## src/rtl/grid_removal_scheduler_if.sv

```systemverilog
// Load/control bus of the grid removal scheduler.
// load_valid/load_ready: a row transfers on a rising clk edge where both are 1; the
// driver holds load_data stable while load_valid is 1, and load_ready never depends on load_valid.
interface grid_removal_scheduler_if #(
  parameter int WIDTH = 16,
  parameter int DEPTH = 16,
  parameter int CW    = $clog2(WIDTH * DEPTH + 1)
);
  logic             load_valid;
  logic             load_ready;
  logic [WIDTH-1:0] load_data;
  logic             start;
  logic             busy;
  logic             done;
  logic [CW-1:0]    total_removed;
  logic [CW-1:0]    pass_count;
  logic [2:0]       state_dbg;

  modport slave (
    input  load_valid, load_data, start,
    output load_ready, busy, done, total_removed, pass_count, state_dbg
  );

  modport master (
    output load_valid, load_data, start,
    input  load_ready, busy, done, total_removed, pass_count, state_dbg
  );
endinterface

```

## src/rtl/grid_removal_scheduler.sv

```systemverilog
// Loads an occupancy grid row by row, then sweeps it in place one row per cycle,
// removing rolls with fewer than 4 occupied neighbours until a pass removes nothing.
module grid_removal_scheduler #(
  parameter int WIDTH = 16,
  parameter int DEPTH = 16,
  parameter int CW    = $clog2(WIDTH * DEPTH + 1)
) (
  input  logic                   clk,
  input  logic                   rst,
  grid_removal_scheduler_if.slave bus
);
  localparam int RW = (DEPTH > 1) ? $clog2(DEPTH) : 1;
  localparam logic [RW-1:0] LAST = RW'(DEPTH - 1);

  typedef enum logic [2:0] {
    IDLE   = 3'd0,
    LOAD   = 3'd1,
    LOADED = 3'd2,
    SCAN   = 3'd3,
    DONE   = 3'd4
  } state_t;

  state_t           state, state_next;
  logic [WIDTH-1:0] grid [DEPTH];
  logic [RW-1:0]    r;
  logic [CW-1:0]    pass_removed;
  logic [CW-1:0]    total_removed;
  logic [CW-1:0]    pass_count;

  logic             accept;
  logic             load_ready;
  logic [WIDTH-1:0] row_prev, row_cur, row_next;
  logic [WIDTH+1:0] p_pad, c_pad, n_pad;
  logic [WIDTH-1:0] removable;
  logic [3:0]       nb;
  logic [CW-1:0]    k;
  logic [CW-1:0]    pass_sum;

  // Row r-1 has already been rewritten this pass; rows r and r+1 are still the old contents.
  always_comb begin
    row_prev = '0;
    row_next = '0;
    row_cur  = grid[r];
    if (r != '0) row_prev = grid[r - 1'b1];
    if (r != LAST) row_next = grid[r + 1'b1];
  end

  assign p_pad = {1'b0, row_prev, 1'b0};
  assign c_pad = {1'b0, row_cur, 1'b0};
  assign n_pad = {1'b0, row_next, 1'b0};

  always_comb begin
    removable = '0;
    nb        = '0;
    k         = '0;
    for (int j = 0; j < WIDTH; j++) begin
      nb = 4'(p_pad[j]) + 4'(p_pad[j+1]) + 4'(p_pad[j+2])
         + 4'(c_pad[j])                  + 4'(c_pad[j+2])
         + 4'(n_pad[j]) + 4'(n_pad[j+1]) + 4'(n_pad[j+2]);
      removable[j] = c_pad[j+1] & (nb < 4'd4);
      k = k + CW'(removable[j]);
    end
  end

  assign pass_sum = pass_removed + k;

  always_ff @(posedge clk or posedge rst) begin
    if (rst) state <= IDLE;
    else     state <= state_next;
  end

  always_comb begin
    state_next = state;
    load_ready = (state == IDLE) || (state == LOAD) || (state == DONE);
    accept     = bus.load_valid & load_ready;
    case (state)
      IDLE, LOAD, DONE: if (accept) state_next = (r == LAST) ? LOADED : LOAD;
      LOADED:           if (bus.start) state_next = SCAN;
      SCAN:             if (r == LAST && pass_sum == '0) state_next = DONE;
      default:          state_next = IDLE;
    endcase
  end

  always_ff @(posedge clk or posedge rst) begin
    if (rst) begin
      for (int i = 0; i < DEPTH; i++) grid[i] <= '0;
      r             <= '0;
      pass_removed  <= '0;
      total_removed <= '0;
      pass_count    <= '0;
    end else begin
      if (accept) begin
        grid[r] <= bus.load_data;
        r       <= (r == LAST) ? '0 : r + 1'b1;
        // A fresh load discards the previous run's results on its first row.
        if (state != LOAD) begin
          total_removed <= '0;
          pass_count    <= '0;
        end
      end else if (state == LOADED && bus.start) begin
        r            <= '0;
        pass_removed <= '0;
      end else if (state == SCAN) begin
        grid[r]       <= row_cur & ~removable;
        total_removed <= total_removed + k;
        if (r == LAST) begin
          r            <= '0;
          pass_removed <= '0;
          pass_count   <= pass_count + CW'(1);
        end else begin
          r            <= r + 1'b1;
          pass_removed <= pass_sum;
        end
      end
    end
  end

  assign bus.load_ready    = load_ready;
  assign bus.busy          = (state == SCAN);
  assign bus.done          = (state == DONE);
  assign bus.total_removed = total_removed;
  assign bus.pass_count    = pass_count;
  assign bus.state_dbg     = state;
endmodule
```

## src/flat_wrapper.sv

```systemverilog
// flat-port wrapper written by rule: the top's interface ports become plain ports
module grid_removal_scheduler_flat 
#(
  parameter int WIDTH = 16,
  parameter int DEPTH = 16,
  parameter int CW    = $clog2(WIDTH * DEPTH + 1)
)
  (clk, rst, bus_load_valid, bus_load_data, bus_start, bus_load_ready, bus_busy, bus_done, bus_total_removed, bus_pass_count, bus_state_dbg);
  grid_removal_scheduler_if #(.WIDTH(WIDTH), .DEPTH(DEPTH), .CW(CW)) bus_i ();
  input  logic clk;
  input  logic rst;
  input wire logic [$bits(bus_i.load_valid)-1:0] bus_load_valid;
  input wire logic [$bits(bus_i.load_data)-1:0] bus_load_data;
  input wire logic [$bits(bus_i.start)-1:0] bus_start;
  output wire logic [$bits(bus_i.load_ready)-1:0] bus_load_ready;
  output wire logic [$bits(bus_i.busy)-1:0] bus_busy;
  output wire logic [$bits(bus_i.done)-1:0] bus_done;
  output wire logic [$bits(bus_i.total_removed)-1:0] bus_total_removed;
  output wire logic [$bits(bus_i.pass_count)-1:0] bus_pass_count;
  output wire logic [$bits(bus_i.state_dbg)-1:0] bus_state_dbg;
  assign bus_i.load_valid = bus_load_valid;
  assign bus_i.load_data = bus_load_data;
  assign bus_i.start = bus_start;
  assign bus_load_ready = bus_i.load_ready;
  assign bus_busy = bus_i.busy;
  assign bus_done = bus_i.done;
  assign bus_total_removed = bus_i.total_removed;
  assign bus_pass_count = bus_i.pass_count;
  assign bus_state_dbg = bus_i.state_dbg;
  grid_removal_scheduler #(.WIDTH(WIDTH), .DEPTH(DEPTH), .CW(CW)) u_core (.clk(clk), .rst(rst), .bus(bus_i));
endmodule
```

## config.mk

```make
export PLATFORM = sky130hd
export DESIGN_NAME = grid_removal_scheduler_flat
export DESIGN_NICKNAME = d
export VERILOG_FILES = /design/src/rtl/grid_removal_scheduler_if.sv /design/src/rtl/grid_removal_scheduler.sv /design/src/flat_wrapper.sv
export SDC_FILE = /design/constraint.sdc
export NUM_CORES = 1
export LEC_CHECK = 0
export ABC_AREA = 0
export BUFFER_PORTS_ARGS = -buffer_cell sky130_fd_sc_hd__buf_2
export CORE_ASPECT_RATIO = 0.75
export CORE_MARGIN = 2
export CORE_UTILIZATION = 45
export DETAILED_ROUTE_END_ITERATION = 8
export PLACE_DENSITY_LB_ADDON = 0.15
export SKIP_CTS_REPAIR_TIMING = 1
export SLEW_MARGIN = 20
export SYNTH_ARGS = -nofsm -noshare
export SYNTH_HDL_FRONTEND = slang
export SYNTH_SLANG_ARGS = --single-unit
```

## constraint.sdc

```tcl
create_clock -name clk -period 14.7 [get_ports clk]
set_clock_uncertainty 0.15 [all_clocks]
set_input_delay 2.94 -clock clk [delete_from_list [all_inputs] [get_ports clk]]
set_output_delay 2.94 -clock clk [all_outputs]
set_load 0.02 [all_outputs]
```

==> summary.txt, run 1 <==
critical path class -> reg2reg
post-synthesis cell type count -> 69
area grow syn2layout -> 7.74%
Avg Cell Area, Syn -> 11.4 sq um
Seq cells post-synth -> 290
Antenna diodes -> 0
Die Wd -> 254 microns
initial antenna violation count -> 0
starting DRC count in detailed routing -> 1462
Layout Nets -> 1968
peak per-stage delay on the critical path -> 0.80 ns
Post-route DRC -> 0
Tcrit/Tclk final -> 0.796
WL/cell -> 25.4 microns
commonest non-fill, non-tap cells in the layout -> dfrtp_1, nor2_1, mux4_2, a21oi_1, a21oi_2
fin cells -> 2479
hpwl dp -> 40.8 mm
DR vias/cell -> 6.23
Total Wirelength -> 62.9 mm
final-report setup violation count -> 0
core area -> 46200 sq um
CTS H-tree lvls -> 2
CP required -> 14.93 ns
most frequent cell on the critical path -> fa_1
global-route wire length before repair -> 96.9 mm
clk slew on worst S/H paths -> 0.07 ns
TritonCTS clock tree -> yes
remaining antenna violation count -> 0
largest net degree at the start of global routing -> 107
placed insts -> 2419
total die area -> 48800 sq um
critical path fanouts, max -> 72
Slew Limit Fails -> 0
Placer Congestion -> 0.862
Port Buffer Count -> 43
Hold Violations, Final -> 0
Starting Density -> 0.458
Syn Std Cell Area -> 21200 sq um
Syn Nets -> 2005
CP Capture Type -> register
clk_lat worst skew -> 0.54 ns
Min Clock Period, post-route -> 11.70 ns
CTS max path bufs -> 3
most common cell after layout, fill and taps aside -> dfrtp_1
Worst slew margin -> 0.232
Total Routing Usage GR -> 0.266
critical path's slowest cell -> dfrtp_4
Seq/Total Area, Yosys -> 0.343
EDFF count, synth -> 0
CTS sink cnt -> 290
Yosys warning count -> 0
fmax -> 0.0855 GHz
FP Rows -> 68
worst slew pin tran -> 1.15 ns
RSZ-0062 raised after global routing -> false
Startpoint Class -> register
vias in the first global route -> 15200
# IOs -> 44
DR pass1 iterations -> 5
CTS Root Cell -> clkbuf_16
grt total ovfl -> 0
status -> completed
share of cells above drive strength 1 -> 0.280
Synth Flop Type -> dfrtp_1
Fill cells -> 4192
Die Ht -> 192 microns
Cells after Synth -> 1862
crit path DAT -> 11.93 ns
Hold WC Path Type -> reg2reg
Synth async-reset ratio -> 1.00
Max Cap Viol -> 0
Vias -> 15400
critical path's top delay family -> adder cells
Setup TNS Final -> 0 ns
Num CTS Buffers -> 34
crit path buf inv count -> 8
Worst Hold Slack -> 0.354 ns
## path summary, 6_finish.rpt
check	startpoint	depth (start not counted)	slack, ns	end
worst max-delay path	u_core.r[0]$_DFFE_PP0P_	33	3.00	u_core.bus.state_dbg[0]$_DFFE_PP0P_
worst min-delay path	u_core.pass_removed[0]$_DFFE_PP0P_	2	0.35	u_core.pass_removed[0]$_DFFE_PP0P_
worst max register to register	u_core.r[0]$_DFFE_PP0P_	33	3.00	u_core.bus.state_dbg[0]$_DFFE_PP0P_
worst min register to register	u_core.pass_removed[0]$_DFFE_PP0P_	2	0.35	u_core.pass_removed[0]$_DFFE_PP0P_
max in group asynchronous	rst	3	10.51	u_core.grid[53]$_DFFE_PP0P_
min in group asynchronous	rst	2	2.35	u_core.grid[205]$_DFFE_PP0P_
## tightest hold or removal path, stage by stage (launching register included)
cell	delay, ns
dfrtp_1	0.35
nand2_1	0.05
o21ai_0	0.06
## metal layers
metal  vias up  GRT usage  part of all wire
li1       6780          -                 -
met1      7995      0.405              0.47
met3        89     0.0435             0.073
met2       574      0.395              0.44
met4         0     0.0670             0.022
met5         -          0                 0
## layout make-up
cell class                      instances  area, sq um  area share
Sequential cell                       290         7270       0.319
Multi-Input combinational cell       1352        12800       0.563
Timing Repair Buffer                   73          469      0.0206
Clock inverter                         11          110     0.00483
Inverter                               74          285      0.0125
Clock buffer                           49         1040      0.0457
Tap cell                              630          788      0.0346
## sequential cells by signal (all words and copies together) (netlist names)
name,flops
u_core.bus.state_dbg,3
u_core.bus.total_removed,9
u_core.bus.pass_count,9
u_core.r,4
u_core.grid,256
u_core.pass_removed,9
## synthesized netlist by cell type, types with 3 or more instances
cell,n,area (sq um)
a211o_1,4,35.0
a211oi_1,44,330
a21boi_4,10,188
a21o_1,3,22.5
a21oi_1,121,606
a21oi_2,120,1050
a22o_1,3,26.3
a22oi_1,13,97.6
and2_1,4,25.0
and3_1,29,181
buf_1,12,45.0
buf_2,38,190
buf_4,11,82.6
buf_6,14,158
buf_8,11,165
clkbuf_1,54,203
clkbuf_2,4,20.0
dfrtp_1,290,7260
fa_1,42,841
ha_1,81,1010
inv_1,73,274
mux2_2,21,236
mux2i_1,45,450
mux4_2,201,4530
nand2_1,116,435
nand2b_1,7,43.8
nand3_1,27,135
nand4_1,6,37.5
nor2_1,244,916
nor2b_1,23,144
nor3_1,5,25.0
nor3b_1,3,22.5
nor4b_1,5,43.8
o21a_1,28,210
o21ai_0,63,315
o21ai_1,12,60.1
o31ai_1,5,37.5
or3_1,4,25.0
or4b_1,6,60.1
xnor2_1,6,52.6
xor2_1,14,123
## through the flow
step / area [sq um] / worst slack [ns] / util
after CTS: 22800 / 2.98 / 0.493
after floorplan: 21200 / 3.60 / -
after global routing: 22800 / 2.36 / 0.493
final: 22800 / 3.00 / 0.493
after detailed placement: 21600 / 2.98 / 0.468
after global placement: 21600 / 3.25 / 0.468
## logic make-up after synthesis
kind of cell    count (synthesis)  share of synthesized area
simple gates                  494                      0.105
mux                           269                      0.249
fa+ha+maj                     123                     0.0877
buf+inv                       220                     0.0558
compound gates                445                      0.151
xor+xnor                       21                    0.00905
flops                         290                      0.343
Power of run 1 is left out: the tool's default activity adds up to more than one toggle a clock period on the data nets, which glitch-free logic cannot reach.
==> inputs of run 2 (changes only) <==
==> constraint.sdc (replaced) <==
create_clock -name clk -period 9.85 [get_ports clk]
set_clock_uncertainty 0.15 [all_clocks]
set_input_delay 1.97 -clock clk [delete_from_list [all_inputs] [get_ports clk]]
set_output_delay 1.97 -clock clk [all_outputs]
set_load 0.02 [all_outputs]
==> run 2 against run 1 <==
Effect of this change:
- global-route usage rose by 0.80 points
- non-clock buffer count rose by 73
- critical path type unchanged
- sequential share of layout area fell by 1.6 points
- flip-flop and latch count did not move
- die area did not move
- clock-buffer cell count fell by 2
==> summary.txt, run 2 (synthesis results as in run 1) <==
Starting Density -> 0.458
commonest non-fill, non-tap cells in the layout -> dfrtp_1, nor2_1, mux4_2, a21oi_2, a21oi_1
max reg flops -> 256
Antenna diodes -> 0
Max Cap Viol -> 0
Startpoint Class -> register
vias in the first global route -> 15300
Placer Congestion -> 0.895
Fill cells -> 4069
critical path endpoint -> u_core.bus.state_dbg[0]$_DFFE_PP0P_
crit path from -> u_core.r[0]$_DFFE_PP0P_
initial antenna violation count -> 0
starting DRC count in detailed routing -> 1620
final-report setup violation count -> 0
DR vias/cell -> 6.28
Port Buffer Count -> 43
Hold WC Path Type -> reg2reg
FP Rows -> 68
CTS H-tree lvls -> 2
WL/cell -> 26.4 microns
CTS Root Cell -> clkbuf_16
Post-route DRC -> 0
Min Clock Period, post-route -> 9.59 ns
R2R Path End -> u_core.bus.state_dbg[0]$_DFFE_PP0P_
DR pass1 iterations -> 5
largest net degree at the start of global routing -> 163
clk slew on worst S/H paths -> 0.07 ns
CTS max path bufs -> 3
CTS sink cnt -> 290
worst reg2reg path depth -> 32
R2R Path Start -> u_core.r[0]$_DFFE_PP0P_
fmax -> 0.104 GHz
TritonCTS clock tree -> yes
critical path's slowest cell -> fa_2
Die Wd -> 254 microns
clk_lat worst skew -> 0.54 ns
Slew Limit Fails -> 0
CP required -> 10.08 ns
total die area -> 48800 sq um
Worst slew margin -> 0.227
share of cells above drive strength 1 -> 0.329
crit path DAT -> 9.82 ns
Total Routing Usage GR -> 0.274
Layout Nets -> 2041
reg2reg setup slack -> 0.26 ns
critical path class -> reg2reg
peak per-stage delay on the critical path -> 0.64 ns
critical path fanouts, max -> 13
area grow syn2layout -> 13.3%
Vias -> 16000
largest register by flop count -> u_core.grid
hpwl dp -> 43.4 mm
# IOs -> 44
worst slew pin tran -> 1.16 ns
Hold Violations, Final -> 0
most common cell after layout, fill and taps aside -> dfrtp_1
Die Ht -> 192 microns
grt total ovfl -> 0
Setup TNS Final -> 0 ns
remaining antenna violation count -> 0
Num CTS Buffers -> 34
global-route wire length before repair -> 99.6 mm
status -> completed
core area -> 46200 sq um
CP Capture Type -> register
most frequent cell on the critical path -> fa_1
Total Wirelength -> 67.2 mm
Tcrit/Tclk final -> 0.973
==> run 2: per-stage QoR <==
| stage | instance area (sq um) | cells | utilization | hold slack, ns | worst slack, ns |
|---|---|---|---|---|---|
| CTS | 23300 | 2520 | 0.504 | 0.367 | -0.00475 |
| finish | 24000 | 2551 | 0.519 | 0.374 | 0.262 |
| floorplan | 21300 | 1862 | - | 0.306 | -0.0191 |
| detailed placement | 22200 | 2461 | 0.480 | 0.345 | 0.0376 |
| global route | 24000 | 2551 | 0.519 | 0.400 | -0.0323 |
| global placement | 22200 | 2461 | 0.479 | 0.330 | 0.194 |
==> run 2: how the worst min path moves through the flow <==
stage / to / from / cells after the start / slack [ns]
after floorplan: u_core.pass_removed[0]$_DFFE_PP0P_ / u_core.pass_removed[0]$_DFFE_PP0P_ / 2 / 0.31
after global placement: u_core.pass_removed[0]$_DFFE_PP0P_ / u_core.pass_removed[0]$_DFFE_PP0P_ / 2 / 0.33
after detailed placement: u_core.pass_removed[0]$_DFFE_PP0P_ / u_core.pass_removed[0]$_DFFE_PP0P_ / 2 / 0.34
after CTS: u_core.pass_removed[0]$_DFFE_PP0P_ / u_core.pass_removed[0]$_DFFE_PP0P_ / 2 / 0.37
after global routing: u_core.pass_removed[0]$_DFFE_PP0P_ / u_core.pass_removed[0]$_DFFE_PP0P_ / 2 / 0.40
final: u_core.pass_removed[0]$_DFFE_PP0P_ / u_core.pass_removed[0]$_DFFE_PP0P_ / 2 / 0.37
==> run 2: final cells by class <==
| type | instances | area, sq um | share of cell area |
|---|---|---|---|
| Clock buffer | 47 | 941 | 0.0393 |
| Timing Repair Buffer | 146 | 1400 | 0.0586 |
| Sequential cell | 290 | 7270 | 0.303 |
| Inverter | 74 | 287 | 0.0120 |
| Multi-Input combinational cell | 1352 | 13100 | 0.546 |
| Clock inverter | 12 | 189 | 0.00788 |
| Tap cell | 630 | 788 | 0.0329 |
==> run 2: layer usage <==
metal	global-route usage	wire length [microns]
met5	0	0
met4	0.0602	1420
met3	0.0463	5440
met2	0.404	29600
met1	0.422	30800
==> run 2: worst max-delay path: cells and delay by family (launching register included) <==
family,cells,cell delay (ns)
adders and majority gates,11,4.63
muxes,1,0.29
DFF,1,0.54
and+or+nand+nor,6,1.54
AOI/OAI and AO/OA,6,1.13
xor gates and xnor gates,1,0.24
buffers and inverters,7,0.89
Power of run 2 is left out for the same reason.
==> inputs of run 3 (changes only) <==
==> constraint.sdc (replaced) <==
create_clock -name clk -period 10.1 [get_ports clk]
set_clock_uncertainty 0.15 [all_clocks]
set_input_delay 2.02 -clock clk [delete_from_list [all_inputs] [get_ports clk]]
set_output_delay 2.02 -clock clk [all_outputs]
set_load 0.02 [all_outputs]
==> run 3 against run 2 <==
Effect of this change:
- maximum frequency shrank 2.1%
- global-route usage decreased by 0.72 points
- sequential share of layout area rose by 0.78 points
- flip-flop and latch count unchanged
- register-to-register slack improved by 0.05 ns
- wire length decreased by 4.1%
- via count decreased by 2.6%
==> summary.txt, run 3 (synthesis results as in run 1) <==
status -> completed
fmax -> 0.102 GHz
Starting Density -> 0.458
vias in the first global route -> 15100
Hold Violations, Final -> 0
Total Routing Usage GR -> 0.267
critical path class -> reg2reg
Min Clock Period, post-route -> 9.79 ns
most frequent cell on the critical path -> fa_1
most common cell after layout, fill and taps aside -> dfrtp_1
Placer Congestion -> 0.906
Tcrit/Tclk final -> 0.969
Vias -> 15600
crit path buf inv count -> 7
area grow syn2layout -> 10.5%
max reg flops -> 256
initial antenna violation count -> 0
CP Capture Type -> register
hpwl dp -> 42.1 mm
Post-route DRC -> 0
FP Rows -> 68
Worst Hold Slack -> 0.371 ns
commonest non-fill, non-tap cells in the layout -> dfrtp_1, nor2_1, mux4_2, a21oi_2, a21oi_1
peak per-stage delay on the critical path -> 0.58 ns
share of cells above drive strength 1 -> 0.307
WL/cell -> 25.6 microns
Port Buffer Count -> 43
DP Worst Slack -> 0.0220 ns
worst slew pin tran -> 1.11 ns
critical path's slowest cell -> fa_1
CTS H-tree lvls -> 1
core area -> 46200 sq um
clk_lat worst skew -> 0.61 ns
largest register by flop count -> u_core.grid
Die Ht -> 192 microns
Slew Limit Fails -> 0
Worst slew margin -> 0.257
global-route wire length before repair -> 96.8 mm
crit path DAT -> 10.15 ns
Die Wd -> 254 microns
CTS max path bufs -> 3
starting DRC count in detailed routing -> 1628
worst setup margin -> 0.310 ns
Num CTS Buffers -> 31
Antenna diodes -> 0
clk slew on worst S/H paths -> 0.07 ns
# IOs -> 44
final core utilization -> 0.506
TritonCTS clock tree -> yes
largest net degree at the start of global routing -> 182
Total Wirelength -> 64.4 mm
final-report setup violation count -> 0
total die area -> 48800 sq um
critical path's top delay family -> adder cells
Layout Nets -> 2005
Hold WC Path Type -> reg2reg
CTS sink cnt -> 290
CTS Root Cell -> clkbuf_16
Startpoint Class -> register
critical path fanouts, max -> 16
remaining antenna violation count -> 0
grt total ovfl -> 0
DR vias/cell -> 6.19
CP required -> 10.46 ns
Max Cap Viol -> 0
DR pass1 iterations -> 7
-- run 3: cell type report --
cell class	instances	area, sq um
repair buffers	113	968
clock inverters	17	230
clock buffers	41	883
inverters	74	283
multi-input cells	1352	12900
well taps	630	788
flip-flops and latches	290	7270
fillers	4180	22800
-- run 3: stage by stage --
step / std cells / setup TNS (ns) / cell area [sq um]
after floorplan: 1862 / 0 / 21200
after global placement: 2447 / 0 / 22000
after CTS: 2505 / -0.164 / 23100
after detailed placement: 2447 / 0 / 22000
after global routing: 2517 / -0.0476 / 23400
final: 2517 / 0 / 23400
-- run 3: tightest hold or removal path, delay by kind of cell, from the launching register on --
family / cells / cell delay, ns
DFF: 1 / 0.36
AOI/OAI and AO/OA: 1 / 0.08
and+or+nand+nor: 1 / 0.05
-- run 3: per-layer routing --
layer  GRT usage  wire, microns  up-vias  share of wire
met2       0.396          28300      685           0.44
met5           0             55        -        0.00085
li1            -              -     6851              -
met3      0.0614           5750       80          0.089
met1       0.402          29100     7973           0.45
met4      0.0477           1270        2          0.020
-- run 3: path summary, 6_finish.rpt --
check                                                    from                                  end  slack (ns)  depth (start not counted)
setup / recovery                      u_core.r[0]$_DFFE_PP0P_  u_core.bus.state_dbg[0]$_DFFE_PP0P_        0.31                         32
hold / removal             u_core.pass_removed[0]$_DFFE_PP0P_   u_core.pass_removed[0]$_DFFE_PP0P_        0.37                          2
setup reg to reg                      u_core.r[0]$_DFFE_PP0P_  u_core.bus.state_dbg[0]$_DFFE_PP0P_        0.31                         32
hold reg to reg            u_core.pass_removed[0]$_DFFE_PP0P_   u_core.pass_removed[0]$_DFFE_PP0P_        0.37                          2
max in group asynchronous                                 rst           u_core.grid[8]$_DFFE_PP0P_        6.96                          4
min in group asynchronous                                 rst         u_core.grid[141]$_DFFE_PP0P_        1.39                          2
Power of run 3 is left out for the same reason.
